### config.mk
export PLATFORM = sky130hd
export DESIGN_NAME = painterengine_gpu_dma_reader_nch_flat
export DESIGN_NICKNAME = d
export VERILOG_FILES = /design/src/rtl/painterengine_gpu_reader_pkg.sv /design/src/rtl/painterengine_gpu_dma_reader_nch_if.sv /design/src/rtl/painterengine_gpu_rr_arbiter.sv /design/src/rtl/painterengine_gpu_dma_reader_nch.sv /design/src/flat_wrapper.sv
export SDC_FILE = /design/constraint.sdc
export NUM_CORES = 1
export LEC_CHECK = 0
export BUFFER_PORTS_ARGS = -buffer_cell sky130_fd_sc_hd__buf_2
export CELL_PAD_IN_SITES_DETAIL_PLACEMENT = 1
export CELL_PAD_IN_SITES_GLOBAL_PLACEMENT = 2
export CORE_UTILIZATION = 29
export DETAILED_ROUTE_END_ITERATION = 10
export HOLD_SLACK_MARGIN = 0.08
export PLACE_DENSITY = 0.87
export SLEW_MARGIN = 20
export SYNTH_ARGS = -nofsm -noshare
export SYNTH_HDL_FRONTEND = slang
export SYNTH_SLANG_ARGS = --single-unit
### constraint.sdc
create_clock -name i_wire_clock -period 6.7 [get_ports i_wire_clock]
set_clock_uncertainty 0.2 [all_clocks]
set_input_delay 0.67 -clock i_wire_clock [delete_from_list [all_inputs] [get_ports i_wire_clock]]
set_output_delay 0.67 -clock i_wire_clock [all_outputs]
set_load 0.03 [all_outputs]
### src/rtl/painterengine_gpu_reader_pkg.sv
// Shared definitions for the multi-channel GPU DMA reader.
// Holds the FSM state encoding, the error codes reported on
// o_wire_error_type, the fixed AXI AR field values and the per-transfer
// request record latched at grant time.
package painterengine_gpu_reader_pkg;

  typedef enum logic [2:0] {
    S_IDLE,
    S_PARAM_CHECK,
    S_CALC,
    S_ADDR,
    S_DATA,
    S_DONE,
    S_ERROR
  } state_t;

  typedef enum logic [2:0] {
    ERR_OK    = 3'b000,
    ERR_PARAM = 3'b010,
    ERR_AR_TO = 3'b011,
    ERR_R_TO  = 3'b100,
    ERR_PROTO = 3'b101,
    ERR_RESP  = 3'b110
  } err_t;

  localparam logic [1:0] AXI_BURST_INCR = 2'b01;
  localparam logic [3:0] AXI_CACHE_MOD  = 4'b0010;

  // Byte address and beat count of the transfer being served.
  typedef struct packed {
    logic [31:0] addr;
    logic [31:0] len;
  } xfer_t;

  // log2 of the beat size in bytes (ARSIZE and the alignment mask).
  function automatic int log2_bytes(input int dw);
    return $clog2(dw / 8);
  endfunction

endpackage

### src/rtl/painterengine_gpu_dma_reader_nch_if.sv
// AXI read-address / read-data bus between the reader and the memory slave.
// master: the DMA reader (drives AR, RREADY); slave: the memory side.
interface painterengine_gpu_dma_reader_nch_if #(
  parameter int DATA_WIDTH = 32
);
  logic [3:0]            arid;
  logic [31:0]           araddr;
  logic [7:0]            arlen;
  logic [2:0]            arsize;
  logic [1:0]            arburst;
  logic                  arlock;
  logic [3:0]            arcache;
  logic [2:0]            arprot;
  logic [3:0]            arqos;
  logic                  arvalid;
  logic                  arready;
  logic [3:0]            rid;
  logic [DATA_WIDTH-1:0] rdata;
  logic [1:0]            rresp;
  logic                  rlast;
  logic                  rvalid;
  logic                  rready;

  modport master (
    output arid, araddr, arlen, arsize, arburst, arlock, arcache, arprot, arqos, arvalid,
    input  arready,
    input  rid, rdata, rresp, rlast, rvalid,
    output rready
  );

  modport slave (
    input  arid, araddr, arlen, arsize, arburst, arlock, arcache, arprot, arqos, arvalid,
    output arready,
    output rid, rdata, rresp, rlast, rvalid,
    input  rready
  );
endinterface

### src/rtl/painterengine_gpu_rr_arbiter.sv
// Round-robin arbiter: picks the first asserted request after the
// last-granted index and presents it as one-hot grant plus binary index.
// Ports: clk/rst, req (CHANNELS), advance (commit the current pick as the
// new last-granted index), gnt (one-hot), idx, any (some request present).
// Reset points at CHANNELS-1 so channel 0 wins first.
module painterengine_gpu_rr_arbiter #(
  parameter int CHANNELS = 4,
  parameter int IW       = (CHANNELS > 1) ? $clog2(CHANNELS) : 1
) (
  input  logic                clk,
  input  logic                rst,
  input  logic [CHANNELS-1:0] req,
  input  logic                advance,
  output logic [CHANNELS-1:0] gnt,
  output logic [IW-1:0]       idx,
  output logic                any
);
  logic [IW-1:0] ptr;
  logic [IW-1:0] cand;

  // Scan from farthest to nearest so the nearest candidate after ptr
  // is the last (winning) assignment.
  always_comb begin
    gnt  = '0;
    idx  = '0;
    any  = 1'b0;
    cand = '0;
    for (int i = CHANNELS; i >= 1; i--) begin
      cand = IW'((int'(ptr) + i) % CHANNELS);
      if (req[cand]) begin
        idx = cand;
        any = 1'b1;
      end
    end
    gnt[idx] = any;
  end

  always_ff @(posedge clk or posedge rst) begin
    if (rst)          ptr <= IW'(CHANNELS - 1);
    else if (advance) ptr <= idx;
  end
endmodule

### src/rtl/painterengine_gpu_dma_reader_nch.sv
// Multi-channel AXI DMA reader. Clients raise a level request with a byte
// address and beat length; a round-robin arbiter picks one, the FSM splits
// the transfer into INCR bursts (<= MAX_BURST, never crossing 4 KB) and
// routes returned beats to the granted client slice.
// Ports: i_wire_clock/i_wire_reset (async, active high), per-channel
// request/address/length/data_next in, grant/done/data/data_valid out,
// busy/error/error_type status, error_clear, axi (master modport).
// Optional watchdog: define PAINTERENGINE_GPU_READER_TIMEOUT_EN.
module painterengine_gpu_dma_reader_nch
  import painterengine_gpu_reader_pkg::*;
#(
  parameter int CHANNELS     = 4,
  parameter int DATA_WIDTH   = 32,
  parameter int MAX_BURST    = 256,
  parameter int TIMEOUT_BITS = 19
) (
  input  logic                           i_wire_clock,
  input  logic                           i_wire_reset,
  input  logic [CHANNELS-1:0]            i_wire_request,
  input  logic [CHANNELS*32-1:0]         i_wire_address,
  input  logic [CHANNELS*32-1:0]         i_wire_length,
  output logic [CHANNELS-1:0]            o_wire_grant,
  output logic [CHANNELS-1:0]            o_wire_done,
  output logic [CHANNELS*DATA_WIDTH-1:0] o_wire_data,
  output logic [CHANNELS-1:0]            o_wire_data_valid,
  input  logic [CHANNELS-1:0]            i_wire_data_next,
  output logic                           o_wire_busy,
  output logic                           o_wire_error,
  output logic [2:0]                     o_wire_error_type,
  input  logic                           i_wire_error_clear,
  painterengine_gpu_dma_reader_nch_if.master axi
);
  localparam int IW    = (CHANNELS > 1) ? $clog2(CHANNELS) : 1;
  localparam int BYTES = DATA_WIDTH / 8;
  localparam int LOG2B = log2_bytes(DATA_WIDTH);

  state_t                state;
  err_t                  err;
  xfer_t                 xfer;
  logic [IW-1:0]         chan;
  logic [31:0]           offset;
  logic [8:0]            burst, beat_cnt;
  logic [31:0]           araddr_r;
  logic [7:0]            arlen_r;
  logic                  arvalid_r;
  logic [CHANNELS-1:0]   grant_r, done_r;
  logic [CHANNELS-1:0]   arb_gnt;
  logic [IW-1:0]         arb_idx;
  logic                  arb_any;
  logic [31:0]           cur_addr, remain, bound_beats, calc_len, next_off;
  logic                  beat, last_beat, wd_expired, unused_sig;

  painterengine_gpu_rr_arbiter #(.CHANNELS(CHANNELS), .IW(IW)) u_arb (
    .clk     (i_wire_clock),
    .rst     (i_wire_reset),
    .req     (i_wire_request),
    .advance (state == S_IDLE && arb_any),
    .gnt     (arb_gnt),
    .idx     (arb_idx),
    .any     (arb_any)
  );

  // Next burst size: limited by what is left, MAX_BURST and the 4 KB page.
  always_comb begin
    cur_addr    = xfer.addr + (offset << LOG2B);
    remain      = xfer.len - offset;
    bound_beats = (32'h1000 - {20'd0, cur_addr[11:0]}) >> LOG2B;
    calc_len    = remain;
    if (calc_len > 32'(MAX_BURST)) calc_len = 32'(MAX_BURST);
    if (calc_len > bound_beats)    calc_len = bound_beats;
  end

  assign beat      = axi.rvalid && axi.rready;
  assign last_beat = (beat_cnt == burst - 9'd1);
  assign next_off  = offset + 32'(burst);

`ifdef PAINTERENGINE_GPU_READER_TIMEOUT_EN
  logic [TIMEOUT_BITS-1:0] wd;
  // Counts consecutive stalled cycles in ADDR/DATA; any handshake restarts it.
  always_ff @(posedge i_wire_clock or posedge i_wire_reset) begin
    if (i_wire_reset)                                   wd <= '0;
    else if ((state == S_ADDR && !axi.arready) ||
             (state == S_DATA && !beat))                wd <= wd + 1'b1;
    else                                                wd <= '0;
  end
  assign wd_expired = wd[TIMEOUT_BITS-1];
  assign unused_sig = ^axi.rid;
`else
  assign wd_expired = 1'b0;
  assign unused_sig = ^axi.rid ^ (TIMEOUT_BITS == 0);
`endif

  always_ff @(posedge i_wire_clock or posedge i_wire_reset) begin
    if (i_wire_reset) begin
      state     <= S_IDLE;
      err       <= ERR_OK;
      xfer      <= '0;
      chan      <= '0;
      offset    <= '0;
      burst     <= '0;
      beat_cnt  <= '0;
      araddr_r  <= '0;
      arlen_r   <= '0;
      arvalid_r <= 1'b0;
      grant_r   <= '0;
      done_r    <= '0;
    end else begin
      done_r <= '0;
      case (state)
        S_IDLE: if (arb_any) begin
          chan      <= arb_idx;
          xfer.addr <= i_wire_address[int'(arb_idx)*32 +: 32];
          xfer.len  <= i_wire_length[int'(arb_idx)*32 +: 32];
          grant_r   <= arb_gnt;
          state     <= S_PARAM_CHECK;
        end
        S_PARAM_CHECK: begin
          if ((xfer.addr & 32'(BYTES - 1)) != 32'd0 || xfer.len == 32'd0) begin
            err   <= ERR_PARAM;
            state <= S_ERROR;
          end else begin
            offset <= '0;
            state  <= S_CALC;
          end
        end
        S_CALC: begin
          araddr_r  <= cur_addr;
          arlen_r   <= 8'(calc_len - 32'd1);
          burst     <= 9'(calc_len);
          beat_cnt  <= '0;
          arvalid_r <= 1'b1;
          state     <= S_ADDR;
        end
        S_ADDR: begin
          if (wd_expired) begin
            err       <= ERR_AR_TO;
            arvalid_r <= 1'b0;
            state     <= S_ERROR;
          end else if (axi.arready) begin
            arvalid_r <= 1'b0;
            state     <= S_DATA;
          end
        end
        S_DATA: begin
          if (wd_expired) begin
            err   <= ERR_R_TO;
            state <= S_ERROR;
          end else if (beat) begin
            // Bad response wins over a framing error on the same beat.
            if (axi.rresp != 2'b00) begin
              err   <= ERR_RESP;
              state <= S_ERROR;
            end else if (axi.rlast != last_beat) begin
              err   <= ERR_PROTO;
              state <= S_ERROR;
            end else if (last_beat) begin
              offset <= next_off;
              if (next_off == xfer.len) begin
                done_r[chan] <= 1'b1;
                state        <= S_DONE;
              end else begin
                state <= S_CALC;
              end
            end else begin
              beat_cnt <= beat_cnt + 9'd1;
            end
          end
        end
        S_DONE: begin
          grant_r <= '0;
          state   <= S_IDLE;
        end
        S_ERROR: if (i_wire_error_clear) begin
          err     <= ERR_OK;
          grant_r <= '0;
          state   <= S_IDLE;
        end
        default: state <= S_IDLE;
      endcase
    end
  end

  // Beat routing uses the latched channel index, not the live requests.
  always_comb begin
    o_wire_data       = '0;
    o_wire_data_valid = '0;
    axi.rready        = 1'b0;
    if (state == S_DATA) begin
      o_wire_data[int'(chan)*DATA_WIDTH +: DATA_WIDTH] = axi.rdata;
      o_wire_data_valid[chan]                          = axi.rvalid;
      axi.rready                                       = i_wire_data_next[chan];
    end
  end

  assign axi.arid    = '0;
  assign axi.araddr  = araddr_r;
  assign axi.arlen   = arlen_r;
  assign axi.arsize  = 3'(LOG2B);
  assign axi.arburst = AXI_BURST_INCR;
  assign axi.arlock  = 1'b0;
  assign axi.arcache = AXI_CACHE_MOD;
  assign axi.arprot  = '0;
  assign axi.arqos   = '0;
  assign axi.arvalid = arvalid_r;

  assign o_wire_grant      = grant_r;
  assign o_wire_done       = done_r;
  assign o_wire_busy       = (state != S_IDLE);
  assign o_wire_error      = (state == S_ERROR);
  assign o_wire_error_type = err;
endmodule

### src/flat_wrapper.sv
// flat-port wrapper written by rule: the top's interface ports become plain ports
module painterengine_gpu_dma_reader_nch_flat import painterengine_gpu_reader_pkg::*;
#(
  parameter int CHANNELS     = 4,
  parameter int DATA_WIDTH   = 32,
  parameter int MAX_BURST    = 256,
  parameter int TIMEOUT_BITS = 19
)
  (i_wire_clock, i_wire_reset, i_wire_request, i_wire_address, i_wire_length, o_wire_grant, o_wire_done, o_wire_data, o_wire_data_valid, i_wire_data_next, o_wire_busy, o_wire_error, o_wire_error_type, i_wire_error_clear, axi_arid, axi_araddr, axi_arlen, axi_arsize, axi_arburst, axi_arlock, axi_arcache, axi_arprot, axi_arqos, axi_arvalid, axi_arready, axi_rid, axi_rdata, axi_rresp, axi_rlast, axi_rvalid, axi_rready);
  painterengine_gpu_dma_reader_nch_if #(.DATA_WIDTH(DATA_WIDTH)) axi_i ();
  input  logic i_wire_clock;
  input  logic i_wire_reset;
  input  logic [CHANNELS-1:0] i_wire_request;
  input  logic [CHANNELS*32-1:0] i_wire_address;
  input  logic [CHANNELS*32-1:0] i_wire_length;
  output logic [CHANNELS-1:0] o_wire_grant;
  output logic [CHANNELS-1:0] o_wire_done;
  output logic [CHANNELS*DATA_WIDTH-1:0] o_wire_data;
  output logic [CHANNELS-1:0] o_wire_data_valid;
  input  logic [CHANNELS-1:0] i_wire_data_next;
  output logic o_wire_busy;
  output logic o_wire_error;
  output logic [2:0] o_wire_error_type;
  input  logic i_wire_error_clear;
  output wire logic [$bits(axi_i.arid)-1:0] axi_arid;
  output wire logic [$bits(axi_i.araddr)-1:0] axi_araddr;
  output wire logic [$bits(axi_i.arlen)-1:0] axi_arlen;
  output wire logic [$bits(axi_i.arsize)-1:0] axi_arsize;
  output wire logic [$bits(axi_i.arburst)-1:0] axi_arburst;
  output wire logic [$bits(axi_i.arlock)-1:0] axi_arlock;
  output wire logic [$bits(axi_i.arcache)-1:0] axi_arcache;
  output wire logic [$bits(axi_i.arprot)-1:0] axi_arprot;
  output wire logic [$bits(axi_i.arqos)-1:0] axi_arqos;
  output wire logic [$bits(axi_i.arvalid)-1:0] axi_arvalid;
  input wire logic [$bits(axi_i.arready)-1:0] axi_arready;
  input wire logic [$bits(axi_i.rid)-1:0] axi_rid;
  input wire logic [$bits(axi_i.rdata)-1:0] axi_rdata;
  input wire logic [$bits(axi_i.rresp)-1:0] axi_rresp;
  input wire logic [$bits(axi_i.rlast)-1:0] axi_rlast;
  input wire logic [$bits(axi_i.rvalid)-1:0] axi_rvalid;
  output wire logic [$bits(axi_i.rready)-1:0] axi_rready;
  assign axi_arid = axi_i.arid;
  assign axi_araddr = axi_i.araddr;
  assign axi_arlen = axi_i.arlen;
  assign axi_arsize = axi_i.arsize;
  assign axi_arburst = axi_i.arburst;
  assign axi_arlock = axi_i.arlock;
  assign axi_arcache = axi_i.arcache;
  assign axi_arprot = axi_i.arprot;
  assign axi_arqos = axi_i.arqos;
  assign axi_arvalid = axi_i.arvalid;
  assign axi_i.arready = axi_arready;
  assign axi_i.rid = axi_rid;
  assign axi_i.rdata = axi_rdata;
  assign axi_i.rresp = axi_rresp;
  assign axi_i.rlast = axi_rlast;
  assign axi_i.rvalid = axi_rvalid;
  assign axi_rready = axi_i.rready;
  painterengine_gpu_dma_reader_nch #(.CHANNELS(CHANNELS), .DATA_WIDTH(DATA_WIDTH), .MAX_BURST(MAX_BURST), .TIMEOUT_BITS(TIMEOUT_BITS)) u_core (.i_wire_clock(i_wire_clock), .i_wire_reset(i_wire_reset), .i_wire_request(i_wire_request), .i_wire_address(i_wire_address), .i_wire_length(i_wire_length), .o_wire_grant(o_wire_grant), .o_wire_done(o_wire_done), .o_wire_data(o_wire_data), .o_wire_data_valid(o_wire_data_valid), .i_wire_data_next(i_wire_data_next), .o_wire_busy(o_wire_busy), .o_wire_error(o_wire_error), .o_wire_error_type(o_wire_error_type), .i_wire_error_clear(i_wire_error_clear), .axi(axi_i));
endmodule
Word-level counts from Yosys, hierarchy flattened:

Index checks and enable logic that the tools add are counted.

* register bits: 173
* bits of input ports: 308
* output and inout port bits: 208
* logic and storage cells: 150

* $add $sub $neg: 12
* magnitude comparators: 10
* equal/unequal tests: 21
* shifts and indexed selects: 4
* muxes and demuxes: 64
* bitwise logic cells: 3
* reduce and logical (&&, ||, !) cells: 22

Operator list (number)
* 128-bit by 8-bit variable part select with 32-bit output: 2
* 32-bit 2-to-1 mux: 6
* 128-bit AND: 1
* 128-bit 2-to-1 mux: 1
* 32-bit by 33-bit variable shift with 128-bit output, first input constant: 1
* 32-bit by 33-bit variable part select with 128-bit output: 1
* 32-bit case mux with 2 select lines: 1
* 9-bit 2-to-1 mux: 5
* 3-bit 2-to-1 mux: 13
* 4-bit 2-to-1 mux: 9
* 7-bit negator with 33-bit output: 1
* 32-bit adder: 1
* 32-bit by 9-bit adder with 32-bit output: 1
* 32-bit == test: 1
* 32-bit by 30-bit greater-than comparator with 1-bit output: 1
* 32-bit by 9-bit greater-than comparator with 1-bit output, second input constant: 1
* 32-bit zero test: 1
* 32-bit nonzero test: 1
* 32-bit subtractor: 1
* 2-bit by 3-bit less-than comparator with 1-bit output, second input constant: 6
* 3-bit case mux with 6 select lines: 1
* 9-bit case mux with 2 select lines: 1
* 5-bit AND reduction: 3
* 13-bit by 12-bit subtractor with 14-bit output, first input constant: 1
* other kinds (31): 75

Longest topological paths before layout:

* depth in word-level cells: 14
* depth in mapped cells: 29
* mapped depth without buffers: 26

Cells and area by module:

Synthesis repeated with hierarchy kept, for this count alone.

* cell total of the unflattened synthesis: 1830
* area, all modules: 15977.8 um^2

Modules (own cells, without submodules)
* painterengine_gpu_dma_reader_nch: instances 1, cells an instance 1806, area each 15767.6 um^2, sequential area each 4279.1 um^2
* painterengine_gpu_rr_arbiter: instances 1, cells an instance 24, area each 210.2 um^2, sequential area each 52.6 um^2

Worst setup path after synthesis:

No wires, ideal clock.

* path kind: reg-to-reg
* start: reg u_core.offset[14]
* end: reg u_core.arlen_r[4], in the netlist u_core.axi.arlen[4]
* library setup time: 0.082 ns
* arrival time: 5.654 ns
* required time: 6.418 ns
* path slack: 0.764 ns
* stages on the path, launching flop included: 28
* path buffers: 4
* period minus slack after synthesis: 5.936 ns
* path through: dfrtp_1 -> clkbuf_1 -> inv_1 -> ha_1 -> buf_6 -> a211oi_2 -> o22ai_2 -> a2111oi_4 -> o2111ai_1 -> or4_1 -> nor4b_2 -> nand3_1 -> nor4_2 -> nand3_1 -> buf_2 -> or2_1 -> ha_1 -> nor2b_1 -> o211ai_1 -> a311o_2 -> a21oi_2 -> clkbuf_8 -> nand2_1 -> a21boi_1 -> ha_1 -> a311o_2 -> o31a_1 -> a31oi_1

* word-level cells in the longest chain between the ends: 6

Ends and longest elaborated chain
* from (decl): RTL line painterengine_gpu_dma_reader_nch.sv:41 `logic [31:0] offset;`
* from (signal assigned): RTL line painterengine_gpu_dma_reader_nch.sv:157 `offset <= next_off;`
* 32-bit subtractor (*): RTL line painterengine_gpu_dma_reader_nch.sv:66 `remain = xfer.len - offset;`
* 32-bit by 9-bit greater-than comparator with 1-bit output: RTL line painterengine_gpu_dma_reader_nch.sv:69 `if (calc_len > 32'(MAX_BURST)) calc_len = 32'(MAX_BURST);`
* 32-bit 2-to-1 mux (*): RTL line painterengine_gpu_dma_reader_nch.sv:69
* 32-bit by 30-bit greater-than comparator with 1-bit output: RTL line painterengine_gpu_dma_reader_nch.sv:70 `if (calc_len > bound_beats) calc_len = bound_beats;`
* 9-bit 2-to-1 mux (*): RTL line painterengine_gpu_dma_reader_nch.sv:70
* 8-bit by 1-bit subtractor with 8-bit output (*): RTL line painterengine_gpu_dma_reader_nch.sv:128 `arlen_r <= 8'(calc_len - 32'd1);`
* to (signal assigned): RTL line painterengine_gpu_dma_reader_nch.sv:128
* to (decl): RTL line painterengine_gpu_dma_reader_nch.sv:44 `logic [7:0] arlen_r;`

Every way passes the cells marked *; elsewhere a longest branch is shown, timed or not.
A chain may end at the register's enable or synchronous reset.

Worst setup path in the final report:

* start: reg u_core.xfer[15] (netlist bit)
* end: reg u_core.arlen_r[6], in the netlist u_core.axi.arlen[6]

* word-level cells in the longest chain between the ends: 6

Ends and longest elaborated chain
* from (decl): RTL line painterengine_gpu_dma_reader_nch.sv:39 `xfer_t xfer;`
* 32-bit subtractor (*): RTL line painterengine_gpu_dma_reader_nch.sv:66
* 32-bit by 9-bit greater-than comparator with 1-bit output: RTL line painterengine_gpu_dma_reader_nch.sv:69
* 32-bit 2-to-1 mux (*): RTL line painterengine_gpu_dma_reader_nch.sv:69
* 32-bit by 30-bit greater-than comparator with 1-bit output: RTL line painterengine_gpu_dma_reader_nch.sv:70
* 9-bit 2-to-1 mux (*): RTL line painterengine_gpu_dma_reader_nch.sv:70
* 8-bit by 1-bit subtractor with 8-bit output (*): RTL line painterengine_gpu_dma_reader_nch.sv:128

Marked as above.

==> results.txt <==
Wire length on met2: 33.1 mm
Initial Utilization: 29.4%
Leak: 10.2 nW
Area leader, netlist: dfrtp_1
Hold_ws: 0.229 ns
Die area: 58300 um^2
Yosys top cell area share: 25.7%
Largest net degree at the start of global routing: 132
Compound-Gate Fraction of Synth Area: 21.9%
Horiz. Die Dim: 241 um
NumNets Final: 3158
Avg WL per Cell: 20.3 um
Crit share post-route: 94.1%
Initial antenna violation count: 8
Gate Count Post-Synth: 2316
CP max-delay cell: or4_1
Non-Filler Instances: 3533
YS warnings: 0
Post-synthesis sequential area ratio: 26.1%
Die H: 241 um
H-tree Lvls: 4
Number of vias in the routed layout: 18600
CP max stage delay: 0.51 ns
Worst Tran Pin Value: 0.996 ns
Multiplexer share of the synthesized area: 0.768%
ANT nets after route: 0
Slew HR: 31.9%
Pins Over Slew Limit: 0
Drt first pass iters: 5
Final setup violation count: 0
Vias in the first global route: 18600
Maximum vdd drop: 259 uV
Syn Area/Cell: 7.18 um^2
Synth area leaders: dfrtp_1 26%, nand2_1 12%, o21ai_0 7.5%, ha_1 6.6%, and2_1 5.0%
Port Buffers: 490
Wire length on met3: 4.35 mm
All-Layer GR Usage: 24.1%
Setup crit start kind: register
Adder-cell share of the synthesized area: 6.98%
Final hold vios: 0
Cell Area, Synth: 16600 um^2
Most common library cells after synthesis: 545 x nand2_1, 248 x o21ai_0, 171 x dfrtp_1
Unrepaired setup endpoints after global routing: no
Routed wire length: 71.8 mm
Status: completed
Row count: 87
Ports: 516
Worst-Skew Late Latency: 0.47 ns
DRT iter0 DRCs: 1109
P&R area growth vs syn: 23.8%
Core area: 56500 um^2
CTS buffer count: 17
Post-Synth Simple-Gate Area: 31.4%
CTS max path bufs: 2
GRT Residual Overflow: 0
CP max FO: 8
Post-synth ARST share: 100%
WS Path Type: reg2reg
Setup TNS Final: 0 ns
Routability cong.: 0.898
Crit path capture type: register
DPL Wire Length: 58.1 mm
DRC errors left: 0
Post-synth EDFFs: 0
CP Data Arrival Time: 6.46 ns
Tot Pwr: 9.85 mW
Count leader, synth: nand2_1
CTS Sinks: 173
First-pass GRT wire length: 109 mm
WP data required: 6.85 ns
# hold bufs at CTS: 0
Achievable Freq: 159 MHz
Final critical-path required period: 6.30 ns
Met1 wire length: 33.1 mm
Uppermost layer routed: met5
Largest family of logic cells by synthesized area: simple AND/OR/NAND/NOR gates
Placed insts: 3496
Synthesized flop and latch total: 173
Post-synthesis xor/xnor area fraction: 6.53%
Yosys cell types: 107
Synth Flop Type: dfrtp_1
CTS tree: built
Clock transition at the registers of the reported paths: 0.07 ns
Root buf cell: clkbuf_16
Proportion of layout cells with a drive suffix above 1: 23.8%
Pwr Density: 478 nW/um^2
Worst min path class: in2async
Number of max-cap violations: 0
Routed vias/inst: 5.28
==> worst max-delay path, delay by kind of cell, from the launching register on <==
family	cells	cell delay (ns)
compound gates	11	2.25
xor+xnor	1	0.15
fa+ha+maj	3	0.90
buf+inv	3	0.51
flops	1	0.48
simple gates	9	1.70
==> report_power, final <==
group | switching (mW) | total [mW] | internal (mW)
Combinational | 4.46 | 6.90 | 2.44
Clock | 0.468 | 1.03 | 0.558
Sequential | 0.466 | 1.92 | 1.45
==> placed cells by master, fill, tap and decap left out, drive strengths merged, types with 11 or more instances in the layout <==
cell type,instances
buf,560
nand2,545
o21ai,258
dfrtp,171
and2,133
nor2,122
nand3,103
a21oi,103
ha,88
inv,74
xnor2,72
xor2,46
nor3,38
nor4,31
and3,28
a21o,27
nand4,26
conb,23
o31ai,21
o211ai,18
o21a,18
clkbuf,18
o21bai,15
a211oi,15
or3,13
a31oi,12
nand2b,11
and4,11
==> routing by layer <==
layer	GRT usage, %	up-vias
met3	5.49	67
met2	38.3	485
met1	33.0	9163
met4	5.58	10
li1	-	8920
met5	0	-
==> logic make-up (layout without fill, tap and decap cells) <==
group                      Yosys count  in the layout
DFF                                173            173
adders and majority gates           91             91
other                                2             29
xor gates and xnor gates           120            120
muxes                               11             11
buffers and inverters              229            663
and+or+nand+nor                   1108           1108
AOI/OAI and AO/OA                  582            582
==> final timing paths <==
kind / slack (ns) / cells past startpoint / from / to
hold / removal: 0.23 / 2 / i_wire_reset / u_core.axi.araddr[27]
min in group i_wire_clock: 0.28 / 2 / u_core.axi.araddr[3] / u_core.axi.araddr[3]
setup reg to reg: 0.40 / 27 / u_core.xfer[15] / u_core.axi.arlen[6]
hold reg to reg: 0.28 / 2 / u_core.axi.araddr[3] / u_core.axi.araddr[3]
max in group asynchronous: 4.40 / 3 / i_wire_reset / u_core.offset[1]
setup / recovery: 0.40 / 27 / u_core.xfer[15] / u_core.axi.arlen[6]
==> layout make-up <==
cell class | instances | area (um^2)
flip-flops and latches | 173 | 4330
well taps | 756 | 946
repair buffers | 560 | 3000
clock buffers | 18 | 439
multi-input cells | 1935 | 11400
diodes | 6 | 15.0
clock inverters | 13 | 139
inverters | 72 | 275
fillers | 7167 | 35900
==> registers in the layout, summed over array words and instances, names as in the netlist, 2 cells and up <==
name,count
u_core.offset,32
u_core.state,3
u_core.o_wire_done,4
u_core.o_wire_grant,4
u_core.xfer,64
u_core.o_wire_error_type,3
u_core.chan,2
u_core.u_arb.ptr,2
u_core.axi.arlen,8
u_core.burst,9
u_core.axi.araddr,32
u_core.beat_cnt,9
==> through the flow <==
stage / utilization (%) / area [um^2] / setup slack, ns
6_report: 36.4 / 20600 / 0.396
4_1_cts: 36.3 / 20500 / 0.260
5_1_grt: 36.4 / 20600 / 0.00211
3_3_place_gp: 35.3 / 19900 / 0.441
2_1_floorplan: - / 16700 / 0.764
3_5_place_dp: 35.3 / 19900 / 0.321
==> timing repair <==
| action | CTS | global route |
|---|---|---|
| resized for setup | 0 | 12 |
| endpoints found under the setup margin | 0 | 4 |
| setup buffers | 0 | 0 |
Power figures use the tool's default switching activity.
